<file path="config.mk">
export PLATFORM = sky130hd
export DESIGN_NAME = connect_four_input_ctrl
export DESIGN_NICKNAME = d
export VERILOG_FILES = /design/src/rtl/connect_four_input_ctrl.sv
export SDC_FILE = /design/constraint.sdc
export NUM_CORES = 1
export LEC_CHECK = 0
export ABC_CLOCK_PERIOD_IN_PS = 2800
export CAP_MARGIN = 5
export CORE_MARGIN = 5
export CORE_UTILIZATION = 55
export CTS_BUF_LIST = sky130_fd_sc_hd__clkbuf_8
export CTS_CLUSTER_DIAMETER = 30
export DETAILED_ROUTE_END_ITERATION = 8
export HOLD_SLACK_MARGIN = 0.05
export PLACE_DENSITY = 0.74
export SYNTH_ARGS = -nofsm -noshare
export SYNTH_HDL_FRONTEND = slang
export SYNTH_SLANG_ARGS = --single-unit
</file>
<file path="constraint.sdc">
create_clock -name clk_25MHz -period 2.8 [get_ports clk_25MHz]
set_input_delay 0.56 -clock clk_25MHz [delete_from_list [all_inputs] [get_ports clk_25MHz]]
set_output_delay 0.56 -clock clk_25MHz [all_outputs]
set_load 0.02 [all_outputs]
</file>
<file path="src/rtl/connect_four_input_ctrl.sv">
// connect_four_input_ctrl
// Button front end for the connect_four game core. Three raw, bouncy
// buttons are synchronised and debounced, and then turned into
// single-cycle move/drop strobes. Left and right auto-repeat while held.
//
// Output protocol: move_left, move_right and drop_piece are fire-and-forget
// strobes. Each one is high for exactly one clk_25MHz cycle per event, and
// there is no ready/acknowledge path. The game core must act on a strobe in
// the cycle it is high. At most one of the three strobes is high in any
// cycle.
module connect_four_input_ctrl #(
    parameter int unsigned DEBOUNCE_CYCLES = 250000,
    parameter int unsigned REPEAT_DELAY    = 12500000,
    parameter int unsigned REPEAT_RATE     = 3750000,
    parameter int unsigned CNT_W           = 24
) (
    input  logic       clk_25MHz,
    input  logic       rst_n,
    input  logic       btn_left_raw,
    input  logic       btn_right_raw,
    input  logic       btn_drop_raw,
    input  logic       game_over,
    output logic       move_left,
    output logic       move_right,
    output logic       drop_piece,
    output logic [2:0] btn_state
);

    // Bit positions of the three buttons in every 3-bit vector below.
    localparam int BTN_L = 0;
    localparam int BTN_R = 1;
    localparam int BTN_D = 2;

    // Counter terminal values. The counters clear on reaching these
    // values, so they never wrap.
    localparam logic [CNT_W-1:0] DB_LAST    = CNT_W'(DEBOUNCE_CYCLES - 1);
    localparam logic [CNT_W-1:0] DELAY_LAST = CNT_W'(REPEAT_DELAY - 1);
    localparam logic [CNT_W-1:0] RATE_LAST  = CNT_W'(REPEAT_RATE - 1);

    typedef enum logic [1:0] {
        ST_IDLE   = 2'd0,
        ST_DELAY  = 2'd1,
        ST_REPEAT = 2'd2
    } rep_state_e;

    typedef enum logic {
        DIR_L = 1'b0,
        DIR_R = 1'b1
    } dir_e;

    // Raw inputs, packed as {drop, right, left}.
    logic [2:0] raw;
    assign raw = {btn_drop_raw, btn_right_raw, btn_left_raw};

    // Two-flop synchronisers.
    logic [2:0] sync1_q, sync1_d;
    logic [2:0] sync2_q, sync2_d;

    // Debounced levels, their one-cycle-delayed copies, and the per-button
    // counters.
    logic [2:0]            stable_q, stable_d;
    logic [2:0]            prev_q, prev_d;
    logic [2:0][CNT_W-1:0] db_cnt_q, db_cnt_d;

    // Repeat FSM state.
    rep_state_e       state_q, state_d;
    dir_e             dir_q, dir_d;
    logic [CNT_W-1:0] rep_cnt_q, rep_cnt_d;

    // Registered strobes.
    logic move_left_q, move_left_d;
    logic move_right_q, move_right_d;
    logic drop_piece_q, drop_piece_d;

    // Combinational event signals.
    logic [2:0] press;
    logic       emit_l;
    logic       emit_r;
    logic       dir_held;
    logic       other_held;

    // Synchroniser next-state: shift each raw level through two flops.
    always_comb begin
        sync1_d = raw;
        sync2_d = sync1_q;
    end

    // Debounce. The counter runs only while the synchronised level differs
    // from the stable level. A new level is accepted on the
    // DEBOUNCE_CYCLES-th consecutive differing sample.
    always_comb begin
        stable_d = stable_q;
        db_cnt_d = '0;
        for (int i = 0; i < 3; i++) begin
            if (sync2_q[i] != stable_q[i]) begin
                if (db_cnt_q[i] == DB_LAST) begin
                    stable_d[i] = sync2_q[i];
                    db_cnt_d[i] = '0;
                end else begin
                    db_cnt_d[i] = db_cnt_q[i] + 1'b1;
                end
            end
        end
        prev_d = stable_q;
    end

    // A press event is high for the one cycle after a stable level rises.
    assign press = stable_q & ~prev_q;

    // Selects the held level of the current repeat direction and of the
    // opposite direction.
    assign dir_held   = (dir_q == DIR_L) ? stable_q[BTN_L] : stable_q[BTN_R];
    assign other_held = (dir_q == DIR_L) ? stable_q[BTN_R] : stable_q[BTN_L];

    // Repeat FSM next-state logic and move-strobe requests.
    always_comb begin
        state_d   = state_q;
        dir_d     = dir_q;
        rep_cnt_d = rep_cnt_q;
        emit_l    = 1'b0;
        emit_r    = 1'b0;

        if (game_over) begin
            // End of game: the FSM is parked. Any press arriving now is lost.
            state_d   = ST_IDLE;
            rep_cnt_d = '0;
        end else begin
            case (state_q)
                ST_IDLE: begin
                    rep_cnt_d = '0;
                    // A press counts only when the other direction is not
                    // also down. This also rejects simultaneous presses.
                    if (press[BTN_L] && !stable_q[BTN_R]) begin
                        emit_l  = 1'b1;
                        dir_d   = DIR_L;
                        state_d = ST_DELAY;
                    end else if (press[BTN_R] && !stable_q[BTN_L]) begin
                        emit_r  = 1'b1;
                        dir_d   = DIR_R;
                        state_d = ST_DELAY;
                    end
                end

                ST_DELAY, ST_REPEAT: begin
                    if (!dir_held || other_held) begin
                        // Release, or a conflicting direction: stop silently.
                        state_d   = ST_IDLE;
                        rep_cnt_d = '0;
                    end else if ((state_q == ST_DELAY && rep_cnt_q == DELAY_LAST) ||
                                 (state_q == ST_REPEAT && rep_cnt_q == RATE_LAST)) begin
                        emit_l    = (dir_q == DIR_L);
                        emit_r    = (dir_q == DIR_R);
                        rep_cnt_d = '0;
                        state_d   = ST_REPEAT;
                    end else begin
                        rep_cnt_d = rep_cnt_q + 1'b1;
                    end
                end

                default: begin
                    state_d   = ST_IDLE;
                    rep_cnt_d = '0;
                end
            endcase
        end
    end

    // Strobe arbitration. Drop has priority over a move in the same cycle.
    // The suppressed move does not disturb the FSM's repeat timing.
    always_comb begin
        drop_piece_d = press[BTN_D] && !game_over;
        move_left_d  = emit_l && !drop_piece_d;
        move_right_d = emit_r && !drop_piece_d;
    end

    // State register for all of the above, with synchronous active-low reset.
    always_ff @(posedge clk_25MHz) begin
        if (!rst_n) begin
            sync1_q      <= '0;
            sync2_q      <= '0;
            stable_q     <= '0;
            prev_q       <= '0;
            db_cnt_q     <= '0;
            state_q      <= ST_IDLE;
            dir_q        <= DIR_L;
            rep_cnt_q    <= '0;
            move_left_q  <= 1'b0;
            move_right_q <= 1'b0;
            drop_piece_q <= 1'b0;
        end else begin
            sync1_q      <= sync1_d;
            sync2_q      <= sync2_d;
            stable_q     <= stable_d;
            prev_q       <= prev_d;
            db_cnt_q     <= db_cnt_d;
            state_q      <= state_d;
            dir_q        <= dir_d;
            rep_cnt_q    <= rep_cnt_d;
            move_left_q  <= move_left_d;
            move_right_q <= move_right_d;
            drop_piece_q <= drop_piece_d;
        end
    end

    assign move_left  = move_left_q;
    assign move_right = move_right_q;
    assign drop_piece = drop_piece_q;
    assign btn_state  = stable_q;

endmodule

</file>
== After elaboration in Yosys (flattened, before gate mapping) ==
Cells that the tools add are included.

* Add/sub/neg operators: 4
* Mux-type cells: 20
* Reductions and logical operators: 27
* Equal/unequal tests: 12
* Bitwise gates (word level): 9

{| class="wikitable"
|+ Operators with widths
! operator !! count
|-
| adder 24 x 1 -> 24 bit (second input constant) || 4
|-
| equality test 24 x 18 -> 1 bit (second input constant) || 3
|-
| equality test 24 x 22 -> 1 bit (second input constant) || 1
|-
| equality test 24 bit (second input constant) || 1
|-
| 2-to-1 mux 1 bit || 13
|-
| OR reduction 3 bit || 3
|-
| 2-to-1 mux 2 bit || 4
|-
| AND reduction 2 bit || 4
|-
| logical AND 1 bit || 7
|-
| NOT 1 bit || 7
|-
| inequality test 3 bit (second input constant) || 2
|-
| zero test 1 bit || 5
|-
| OR reduction 5 bit || 1
|-
| one-hot mux 1 bit (2 select lines) || 2
|-
| one-hot mux 2 bit (2 select lines) || 1
|-
| OR reduction 2 bit || 2
|-
| AND 3 bit || 1
|-
| inequality test 1 bit || 3
|-
| NOT 3 bit || 1
|-
| AND reduction 3 bit || 1
|-
| equality test 2 x 1 -> 1 bit (second input constant) || 1
|-
| equality test 2 bit (second input constant) || 1
|-
| zero test 2 bit || 1
|-
| logical OR 1 bit || 2
|-
| nonzero test 2 bit || 1
|}

* Word-level logic and storage cells: 87
* Register bits after elaboration: 114
* Output and inout bits: 6

== Depth between registers and ports, before layout ==
Gate-level depths: netlist of run 1.

* Depth after elaboration: 8
* Gate-level depth with buffers: 9

== Least setup slack after synthesis of run 1 ==
Ideal clock, no wire load.

* Kind: register to register
* Start: register rep_cnt_q[7]
* End: register rep_cnt_q[23]
* Slack: 0.834 ns
* Setup time: 0.115 ns
* Path buffers: 3
* Arrival: 1.851 ns
* Stages on the path, launching flop included: 9
* Cells stage by stage: dfxtp_1 -> buf_6 -> or4_1 -> or4_4 -> a21oi_4 -> or3_1 -> buf_6 -> buf_6 -> nor2_1

* Cells in the longest elaborated chain, start to end: 4

{| class="wikitable"
|+ RTL lines
! what !! RTL line !! source
|-
| start: declaration || 68 || <nowiki>logic [CNT_W-1:0] rep_cnt_q, rep_cnt_d;</nowiki>
|-
| start signal: assignment || 198 || <nowiki>rep_cnt_q <= rep_cnt_d;</nowiki>
|-
| branches (longest 4 deep; another with adder 24 x 1 -> 24 bit) || n/a ||
|}

Several ways; the timed one is not identified.
A chain may end at the register's enable or synchronous reset.

== Worst setup path after layout of run 1 ==
* Start: register stable_q[1], in the netlist btn_state[1]
* End: output port btn_state[1]

{| class="wikitable"
|+ RTL lines
! what !! RTL line !! source
|-
| start: declaration || 61 || <nowiki>logic [2:0] stable_q, stable_d;</nowiki>
|-
| start signal: assignment || 193 || <nowiki>stable_q <= stable_d;</nowiki>
|-
| end: declaration || 26 || <nowiki>output logic [2:0] btn_state</nowiki>
|}

No word-level cell between the ends.

==> results.ini, run 1 <==
[outcome]
status = finished, final reports clean

[sta]
max_freq_mhz = 474.8
tns_ns = 0
worst_slew_pin_slew_ns = 0.7885
period_share_pct = 75.22
grt_setup_unrepaired = no
hold_viol = 0
max-slew-margin-rel_pct = 46.95
min_period_ns = 2.106
finalSetupViolations = 0
drv_slew = 0
skew_ns = 0.01185

[detailed_routing]
drtIter0Drc = 148
ant_nets = 0
wl_per_cell_microns = 12.83
vias_per_cell = 5.358
drt_first_pass_iters = 5
remaining_drc_errors = 0
drt_wl_total_mm = 9.035
vias = 3772

[critical_path]
required_ns = 2.24
crit_start = btn_state[1]$_SDFFE_PN0P_
cp_data_arrival_time_ns = 1.55
endpoint_kind = output port
worst-path-stages = 1
crit_chain = clkdlybuf4s50_1
cp_slowest_cell = clkdlybuf4s50_1
cp_max_fo = 8
crit_buf_inv = 1
startpoint_type = flip-flop
r2r_start = rep_cnt_q[7]$_SDFF_PP0_
r2r_cells = 6
cp_top_family = buffers and inverters
crit_type = flip-flop to output port
cpPeakStageDelay_ns = 0.68

[die]
die_w_microns = 105.2
die_y_microns = 105.2
start_util_pct = 56.87
core_area_sq_mm = 0.008763
std_cell_rows = 34
die_area_sq_mm = 0.01106
pin_count = 12

[min_path]
hp-start = sync1_q[0]$_SDFF_PN0_
hold_class = flip-flop to flip-flop
worstHoldPathCells = 1

[synth]
synth_edf_count = 0
synth-async-reset-ratio_pct = 0
yosysWarnings = 0
synth_seq_cells = 114
yosysSeqAreaShare_pct = 45.79
syn_area_per_cell_sq_um = 8.867
yosysTopAreaCell = dfxtp_1
synth_top_flop_cell = dfxtp_1
synth_top_area_share_pct = 45.79
syn_area_sq_mm = 0.004984
synth_cells = 562
yosys-top-cells-area = dfxtp_1 (46%), nor2_1 (8.9%), xnor2_1 (8.6%), xor2_1 (7.4%), nand4_1 (3.5%)
synth.distinct_cells = 37
syn_nets = 576

[clocking]
ctsHtreeMaxLevel = 4
cts_setup_buffers = 0
ctsHoldBuffers = 0
cts_buffer_depth = 2
cts_tree = built
cts_buffers = 17
ctsResizeCount = 0
cts.sinks = 114
cts_root_buf = clkbuf_8
clkTransAtPathRegs_ns = 0.06
clkLatencyLatePin_ns = 0.41

[power]
p_clk_share_pct = 48.9
seqPwrFrac_pct = 50.2
ir_drop_uv = 358.7
pwr-share-comb_pct = 0.9
p_sw_uw = 642.8
power_density_mw_per_mm2 = 579.5
swShare_pct = 19.79
p_int_mw = 2.605
p_leak_nw = 1.777

[finish]
final_area_sq_mm = 0.005604
diodes = 0
drive_gt1_share_pct = 7.383
instances_no_fill = 704
nets = 597
syn_to_final_growth_pct = 12.45

[global_routing]
grtUsageTotal_pct = 17.05
antenna_found_initial = 0
grt_pass1_vias = 3685
grt_first_pass_wirelength_mm = 16.00
overflow = 0
grt_max_degree = 25

[placed_design]
gp_congestion = 0.8176
dpl_cell_area_sq_mm = 0.005181
io_buffers = 11
place_inst = 672
hpwl_mm = 6.080

[run]
max_cap_violations = 0

-- cell type report --
class | instances | area (sq um)
Timing Repair Buffer | 17 | 155.1
Tap cell | 108 | 135.1
Inverter | 12 | 45.04
Multi-Input combinational cell | 421 | 2564
Clock buffer | 21 | 289.0
Clock inverter | 11 | 133.9
Sequential cell | 114 | 2282
Fill cell | 750 | 3159
-- placed cells by master, fill, tap and decap left out, types with 2 or more instances in the layout --
master / n
and2_1: 9
nor4_1: 21
nor4b_1: 2
nor4bb_1: 4
nor3_1: 14
and3b_1: 2
or3_1: 2
buf_4: 6
or4b_2: 2
nand3_1: 33
clkinv_2: 5
and3_1: 11
and4_1: 8
bufinv_16: 3
clkinvlp_4: 2
xor2_1: 42
nor2b_1: 5
nand2_1: 38
nor2_1: 118
xnor2_1: 49
ha_1: 8
clkbuf_8: 21
mux2i_1: 4
clkdlybuf4s50_1: 11
or4_1: 3
a21oi_1: 4
inv_1: 13
nand3b_1: 2
dfxtp_1: 114
nor3b_1: 3
nand4_1: 28
-- worst paths after layout --
| kind | end | slack (ns) |
|---|---|---|
| worst max register to register | rep_cnt_q[7]$_SDFF_PP0_ | 0.70 |
| worst min-delay path | sync2_q[0]$_SDFF_PN0_ | 0.45 |
| worst min register to register | sync2_q[0]$_SDFF_PN0_ | 0.45 |
| worst max-delay path | btn_state[1] | 0.69 |
-- power groups by stage --
stage / Sequential [mW] / Clock (mW) / Combinational (mW)
floorplan: 1.67 / 0 / 0.0168
global placement: 1.67 / 0 / 0.0288
detailed placement: 1.67 / 0 / 0.0295
CTS: 1.63 / 1.63 / 0.0296
global route: 1.63 / 1.71 / 0.0322
finish: 1.63 / 1.59 / 0.0290
-- sequential cells by signal, summed over array words and instances (netlist names), 2 cells and up --
name,cells
sync2_q,3
state_q,2
db_cnt_q,72
prev_q,3
btn_state,3
sync1_q,3
rep_cnt_q,24
-- cells in the mapped netlist, types with 2 or more instances --
library cell and number:
xnor2_1 49, dfxtp_1 114, and3b_1 2, ha_1 8, nor4_1 21, xor2_1 42
mux2i_1 4, nand3b_1 2, a21oi_1 4, nor4b_1 2, inv_1 12, nor3b_1 3
and2_1 9, nand4_1 28, and4_1 8, buf_2 5, nor3_1 14, nand3_1 33
and3_1 11, nor2b_1 5, or3_1 2, or4b_2 2, nor4bb_1 4, or4_1 3
nor2_1 118, nand2_1 38, clkbuf_1 6, buf_6 4
-- layer usage --
metal  part of all wire (%)  GRT usage [%]  vias to the layer above
met1                     48          22.17                     1735
met3                    4.2          4.809                        6
met5                      0              0                        -
li1                       -              -                     1960
met2                     47          26.63                       71
met4                   0.84          7.032                        0
-- cells by family (layout without fill, tap and decap cells) --
| kind of cell | Yosys count | count (layout) | share of synthesized area (%) |
|---|---|---|---|
| simple gates | 309 | 309 | 31.26 |
| buf+inv | 27 | 61 | 2.761 |
| compound gates | 9 | 9 | 1.381 |
| flops | 114 | 114 | 45.79 |
| xor+xnor | 91 | 91 | 15.99 |
| fa+ha+maj | 8 | 8 | 2.009 |
| mux | 4 | 4 | 0.8034 |
-- stage by stage --
| stage | total power, mW | utilization [%] | setup WS, ns | hold WS [ns] |
|---|---|---|---|---|
| floorplan | 1.682 | - | 0.8342 | 0.4118 |
| global placement | 1.694 | 59.12 | 0.7802 | 0.4180 |
| detailed placement | 1.696 | 59.12 | 0.7224 | 0.4286 |
| CTS | 3.290 | 63.95 | 0.6532 | 0.4438 |
| global route | 3.371 | 63.95 | 0.5167 | 0.4673 |
| finish | 3.248 | 63.95 | 0.6938 | 0.4453 |
(Power assumes the default switching activity.)
==> run 2, diff against run 1 <==
--- a/config.mk
+++ b/config.mk
@@ -5,7 +5,7 @@
 export SDC_FILE = /design/constraint.sdc
 export NUM_CORES = 1
 export LEC_CHECK = 0
-export ABC_CLOCK_PERIOD_IN_PS = 2800
+export ABC_CLOCK_PERIOD_IN_PS = 2200
 export CAP_MARGIN = 5
 export CORE_MARGIN = 5
 export CORE_UTILIZATION = 55
==> constraint.sdc (replaced) <==
create_clock -name clk_25MHz -period 2.2 [get_ports clk_25MHz]
set_input_delay 0.44 -clock clk_25MHz [delete_from_list [all_inputs] [get_ports clk_25MHz]]
set_output_delay 0.44 -clock clk_25MHz [all_outputs]
set_load 0.02 [all_outputs]
==> run 2 against run 1 <==
  * Non-clock buffer count increased by 6
  * Hold slack got worse by 0.013 ns
  * First-iteration DRC count decreased by 20%
  * Setup slack got worse by 0.52 ns
  * Critical path type unchanged
  * Routed wire length increased by 2.5%
  * Clock-buffer cell count decreased by 2
==> results.ini, run 2 (synthesized netlist as in run 1, its figures left out) <==
[die]
core_area_sq_mm = 0.008763
start_util_pct = 56.87
die_w_microns = 105.2
std_cell_rows = 34
die_area_sq_mm = 0.01106
die_y_microns = 105.2
pin_count = 12

[global_routing]
overflow = 0
grtUsageTotal_pct = 17.75
grt_first_pass_wirelength_mm = 16.38
antenna_found_initial = 0
grt_max_degree = 25
grt_pass1_vias = 3724

[detailed_routing]
vias_per_cell = 5.432
drtIter0Drc = 118
vias = 3857
remaining_drc_errors = 0
ant_nets = 0
drt_wl_total_mm = 9.262
drt_first_pass_iters = 5
wl_per_cell_microns = 13.05

[placed_design]
place_inst = 678
gp_congestion = 0.8411
io_buffers = 11
hpwl_mm = 6.163

[sta]
grt_setup_unrepaired = no
whs_ns = 0.4328
max-slew-margin-rel_pct = 68.08
drv_slew = 0
tns_ns = 0
period_share_pct = 92.19
hold_viol = 0
skew_ns = 0.007798
worst_slew_pin_slew_ns = 0.4774
min_period_ns = 2.028
finalSetupViolations = 0
max_freq_mhz = 493.0

[finish]
instances_no_fill = 710
nets = 603
reg_top3 = db_cnt_q (72), rep_cnt_q (24)
fillers = 709
largest_register_ffs = 72
multi_input_area_sq_mm = 0.002564
drive_gt1_share_pct = 8.472
final_common_cell = nor2_1
diodes = 0
final_cell_mix = nor2_1 (118), dfxtp_1 (114), xnor2_1 (49)
final_util_pct = 65.28
top_register = db_cnt_q
seq_area_sq_mm = 0.002282
syn_to_final_growth_pct = 14.79

[critical_path]
crit_chain = clkdlybuf4s50_1
cp_data_arrival_time_ns = 1.59
required_ns = 1.76
crit_start = btn_state[1]$_SDFFE_PN0P_
worst-path-stages = 1
cp_max_fo = 8
startpoint_type = flip-flop
cp_top_family = buffers and inverters
rr_endpoint = rep_cnt_q[22]$_SDFF_PP0_
crit_type = flip-flop to output port
cp_slowest_cell = clkdlybuf4s50_1
cpPeakStageDelay_ns = 0.69
r2r_cells = 6
endpoint_kind = output port
r2r_slack_ns = 0.19
r2r_start = rep_cnt_q[8]$_SDFF_PP0_
crit_buf_inv = 1

[power]
p_leak_nw = 1.829
ir_drop_uv = 460.9
power_density_mw_per_mm2 = 747.1

[clocking]
cts_buffers = 17
cts_tree = built
clkLatencyLatePin_ns = 0.43
ctsResizeCount = 0
ctsHtreeMaxLevel = 4
cts_setup_buffers = 0
cts.sinks = 114
clkTransAtPathRegs_ns = 0.07
cts_root_buf = clkbuf_8
ctsHoldBuffers = 0
cts_buffer_depth = 2

[run]
max_cap_violations = 0

[min_path]
hold_class = flip-flop to flip-flop
hp-start = sync1_q[0]$_SDFF_PN0_
holdPathEnd = sync2_q[0]$_SDFF_PN0_
worstHoldPathCells = 1

[outcome]
status = finished, final reports clean

==> run 2: worst max-delay path by stage <==
stage / endpoint / slack, ns
floorplan: rep_cnt_q[23]$_SDFF_PP0_ / 0.23
global placement: rep_cnt_q[17]$_SDFF_PP0_ / 0.26
detailed placement: rep_cnt_q[20]$_SDFF_PP0_ / 0.20
CTS: btn_state[1] / 0.14
global route: btn_state[1] / 0.08
finish: btn_state[1] / 0.17
==> run 2: per-layer routing <==
metal  track usage [%]  share of wire [%]  up-vias
li1                  -                  -     1976
met2             28.33                 47       74
met5                 0                  0        -
met4             7.489                1.7        0
met3             5.055                5.3       20
met1             22.43                 46     1787
==> run 2: final cells by class <==
| class | count | share of cell area, % |
|---|---|---|
| multi-input combinational | 421 | 44.82 |
| sequential | 114 | 39.90 |
| clock buffer | 19 | 4.571 |
| timing repair buffer | 23 | 4.374 |
| clock inverter | 13 | 3.193 |
| tap | 108 | 2.362 |
| inverter | 12 | 0.7874 |
==> run 2: metrics by stage <==
step	power [mW]	setup slack, ns	instance area (sq um)
after floorplan	2.141	0.2342	4984
after global placement	2.161	0.2647	5276
after detailed placement	2.162	0.1962	5276
after CTS	4.316	0.1407	5720
after global routing	4.421	0.07712	5720
final	4.274	0.1717	5720
==> run 2: report_power, final <==
part,internal [mW],switching (mW),total [mW]
clock,1.29,0.867,2.16
combinational,0.0208,0.0204,0.0412
sequential,2.07,0.00348,2.07
==> run 3, diff against run 2 <==
--- a/config.mk
+++ b/config.mk
@@ -5,14 +5,14 @@
 export SDC_FILE = /design/constraint.sdc
 export NUM_CORES = 1
 export LEC_CHECK = 0
-export ABC_CLOCK_PERIOD_IN_PS = 2200
+export ABC_CLOCK_PERIOD_IN_PS = 2280
 export CAP_MARGIN = 5
 export CORE_MARGIN = 5
 export CORE_UTILIZATION = 55
 export CTS_BUF_LIST = sky130_fd_sc_hd__clkbuf_8
 export CTS_CLUSTER_DIAMETER = 30
 export DETAILED_ROUTE_END_ITERATION = 8
-export HOLD_SLACK_MARGIN = 0.05
+export HOLD_SLACK_MARGIN = 0.15
 export PLACE_DENSITY = 0.74
 export SYNTH_ARGS = -nofsm -noshare
 export SYNTH_HDL_FRONTEND = slang
==> constraint.sdc (replaced) <==
create_clock -name clk_25MHz -period 2.28 [get_ports clk_25MHz]
set_input_delay 0.456 -clock clk_25MHz [delete_from_list [all_inputs] [get_ports clk_25MHz]]
set_output_delay 0.456 -clock clk_25MHz [all_outputs]
set_load 0.02 [all_outputs]
==> run 3 against run 2 <==
  * Clock-buffer cell count is 2 higher
  * Core utilization is 0.41 points lower
  * Die area stayed put
  * Non-clock buffer count is 2 lower
  * Global-route usage is 0.52 points lower
  * Via count is 1.4% lower
  * Flip-flop and latch count stayed put
  * First-iteration DRC count is 0.85% lower
  * Power is 3.9% lower
  * Critical endpoint is now rep_cnt_q[8]$_SDFF_PP0_
  * Largest power group unchanged
==> results.ini, run 3 (synthesized netlist as in run 1, its figures left out) <==
[outcome]
status = finished, final reports clean

[sta]
hold_viol = 0
worst_slack_ns = 0.2622
tns_ns = 0
worst_slew_pin_slew_ns = 0.4972
grt_setup_unrepaired = no
period_share_pct = 88.50
whs_ns = 0.4363
max-slew-margin-rel_pct = 66.40
min_period_ns = 2.018
skew_ns = 0.008468
finalSetupViolations = 0
drv_slew = 0
max_freq_mhz = 495.6

[global_routing]
grt_pass1_vias = 3658
busiest_layer = met2
met2_usage_pct = 26.59
grtUsageTotal_pct = 17.23
grtUsageMet3_pct = 6.289
grt_first_pass_wirelength_mm = 16.11
overflow = 0
grtUsageMet1_pct = 22.34
grt_max_degree = 25
antenna_found_initial = 0

[power]
p_sw_uw = 795.0
p_total_mw = 4.108
ir_drop_uv = 610.2
p_int_mw = 3.313
p_leak_nw = 1.826
p_clk_share_pct = 50.4
swShare_pct = 19.35
power_density_mw_per_mm2 = 722.7
seqPwrFrac_pct = 48.7
pwr-share-comb_pct = 0.9

[finish]
syn_to_final_growth_pct = 14.06
final_cell_mix = nor2_1 (118), dfxtp_1 (114), xnor2_1 (49)
nets = 601
reg_top3 = db_cnt_q (72), rep_cnt_q (24)
top_register = db_cnt_q
fillers = 720
final_area_sq_mm = 0.005684
diodes = 0
largest_register_ffs = 72
drive_gt1_share_pct = 7.833
final_util_pct = 64.86
final_common_cell = nor2_1
instances_no_fill = 708

[die]
std_cell_rows = 34
core_area_sq_mm = 0.008763
die_area_sq_mm = 0.01106
die_y_microns = 105.2
start_util_pct = 56.87
die_w_microns = 105.2
pin_count = 12

[min_path]
worstHoldPathCells = 1
hp-start = sync1_q[0]$_SDFF_PN0_
holdPathEnd = sync2_q[0]$_SDFF_PN0_
hold_class = flip-flop to flip-flop

[critical_path]
endpoint_kind = flip-flop
cp_max_fo = 24
r2r_start = rep_cnt_q[8]$_SDFF_PP0_
required_ns = 2.58
cp_slowest_cell = or4_1
crit_type = flip-flop to flip-flop
r2r_slack_ns = 0.26
cp_data_arrival_time_ns = 2.31
crit_chain = or4_1 -> or4_4 -> a21oi_4 -> or3_1 -> buf_12 -> nor2_1
rr_endpoint = rep_cnt_q[8]$_SDFF_PP0_
startpoint_type = flip-flop
r2r_cells = 6
cpPeakStageDelay_ns = 0.53

[clocking]
clkTransAtPathRegs_ns = 0.06
cts_root_buf = clkbuf_8
ctsHoldBuffers = 0
cts.sinks = 114
cts_buffer_depth = 2
ctsResizeCount = 0
cts_buffers = 17
clkLatencyLatePin_ns = 0.41
cts_setup_buffers = 0
cts_tree = built
ctsHtreeMaxLevel = 4

[detailed_routing]
remaining_drc_errors = 0
drtIter0Drc = 117
vias_per_cell = 5.370
drt_wl_total_mm = 9.132
ant_nets = 0
vias = 3802
drt_first_pass_iters = 4
wl_per_cell_microns = 12.90

[placed_design]
io_buffers = 11
place_inst = 676
dpl_cell_area_sq_mm = 0.005236
hpwl_mm = 6.193
gp_congestion = 0.8465
dp_slack_ns = 0.2867

[run]
max_cap_violations = 0

## run 3: how the worst max path moves through the flow
stage	from	to	cells after the start
floorplan	rep_cnt_q[7]$_SDFF_PP0_	rep_cnt_q[23]$_SDFF_PP0_	8
global placement	rep_cnt_q[7]$_SDFF_PP0_	rep_cnt_q[17]$_SDFF_PP0_	6
detailed placement	rep_cnt_q[7]$_SDFF_PP0_	rep_cnt_q[21]$_SDFF_PP0_	6
CTS	btn_state[1]$_SDFFE_PN0P_	btn_state[1]	1
global route	db_cnt_q[24]$_SDFF_PP0_	db_cnt_q[28]$_SDFF_PP0_	7
finish	rep_cnt_q[8]$_SDFF_PP0_	rep_cnt_q[8]$_SDFF_PP0_	6
## run 3: layout make-up
type / instances / area, sq um / share of cell area (%)
multi-input cells: 421 / 2564 / 45.10
clock inverters: 11 / 158.9 / 2.796
repair buffers: 21 / 210.2 / 3.698
flip-flops and latches: 114 / 2282 / 40.15
clock buffers: 21 / 289.0 / 5.085
inverters: 12 / 45.04 / 0.7924
well taps: 108 / 135.1 / 2.377
## run 3: metal layers
metal	wire, microns	vias up	share of wire (%)
li1	-	1965	-
met1	4424	1776	48
met2	4214	52	46
met3	399	9	4.4
met4	94	0	1.0
met5	0	-	0
## run 3: power by group through the flow
stage | logic, mW | clock network (mW) | registers, mW
global placement | 0.0370 | 0 | 2.05
CTS | 0.0384 | 2.12 | 2.00
global route | 0.0419 | 2.21 | 2.00
finish | 0.0380 | 2.07 | 2.00
floorplan | 0.0206 | 0 | 2.05
detailed placement | 0.0383 | 0 | 2.05
## run 3: worst max-delay path: cells and delay by family, from the launching register on
kind / cells / cell delay (ns)
compound gates: 1 / 0.18
buf+inv: 1 / 0.17
flops: 1 / 0.35
simple gates: 4 / 1.21
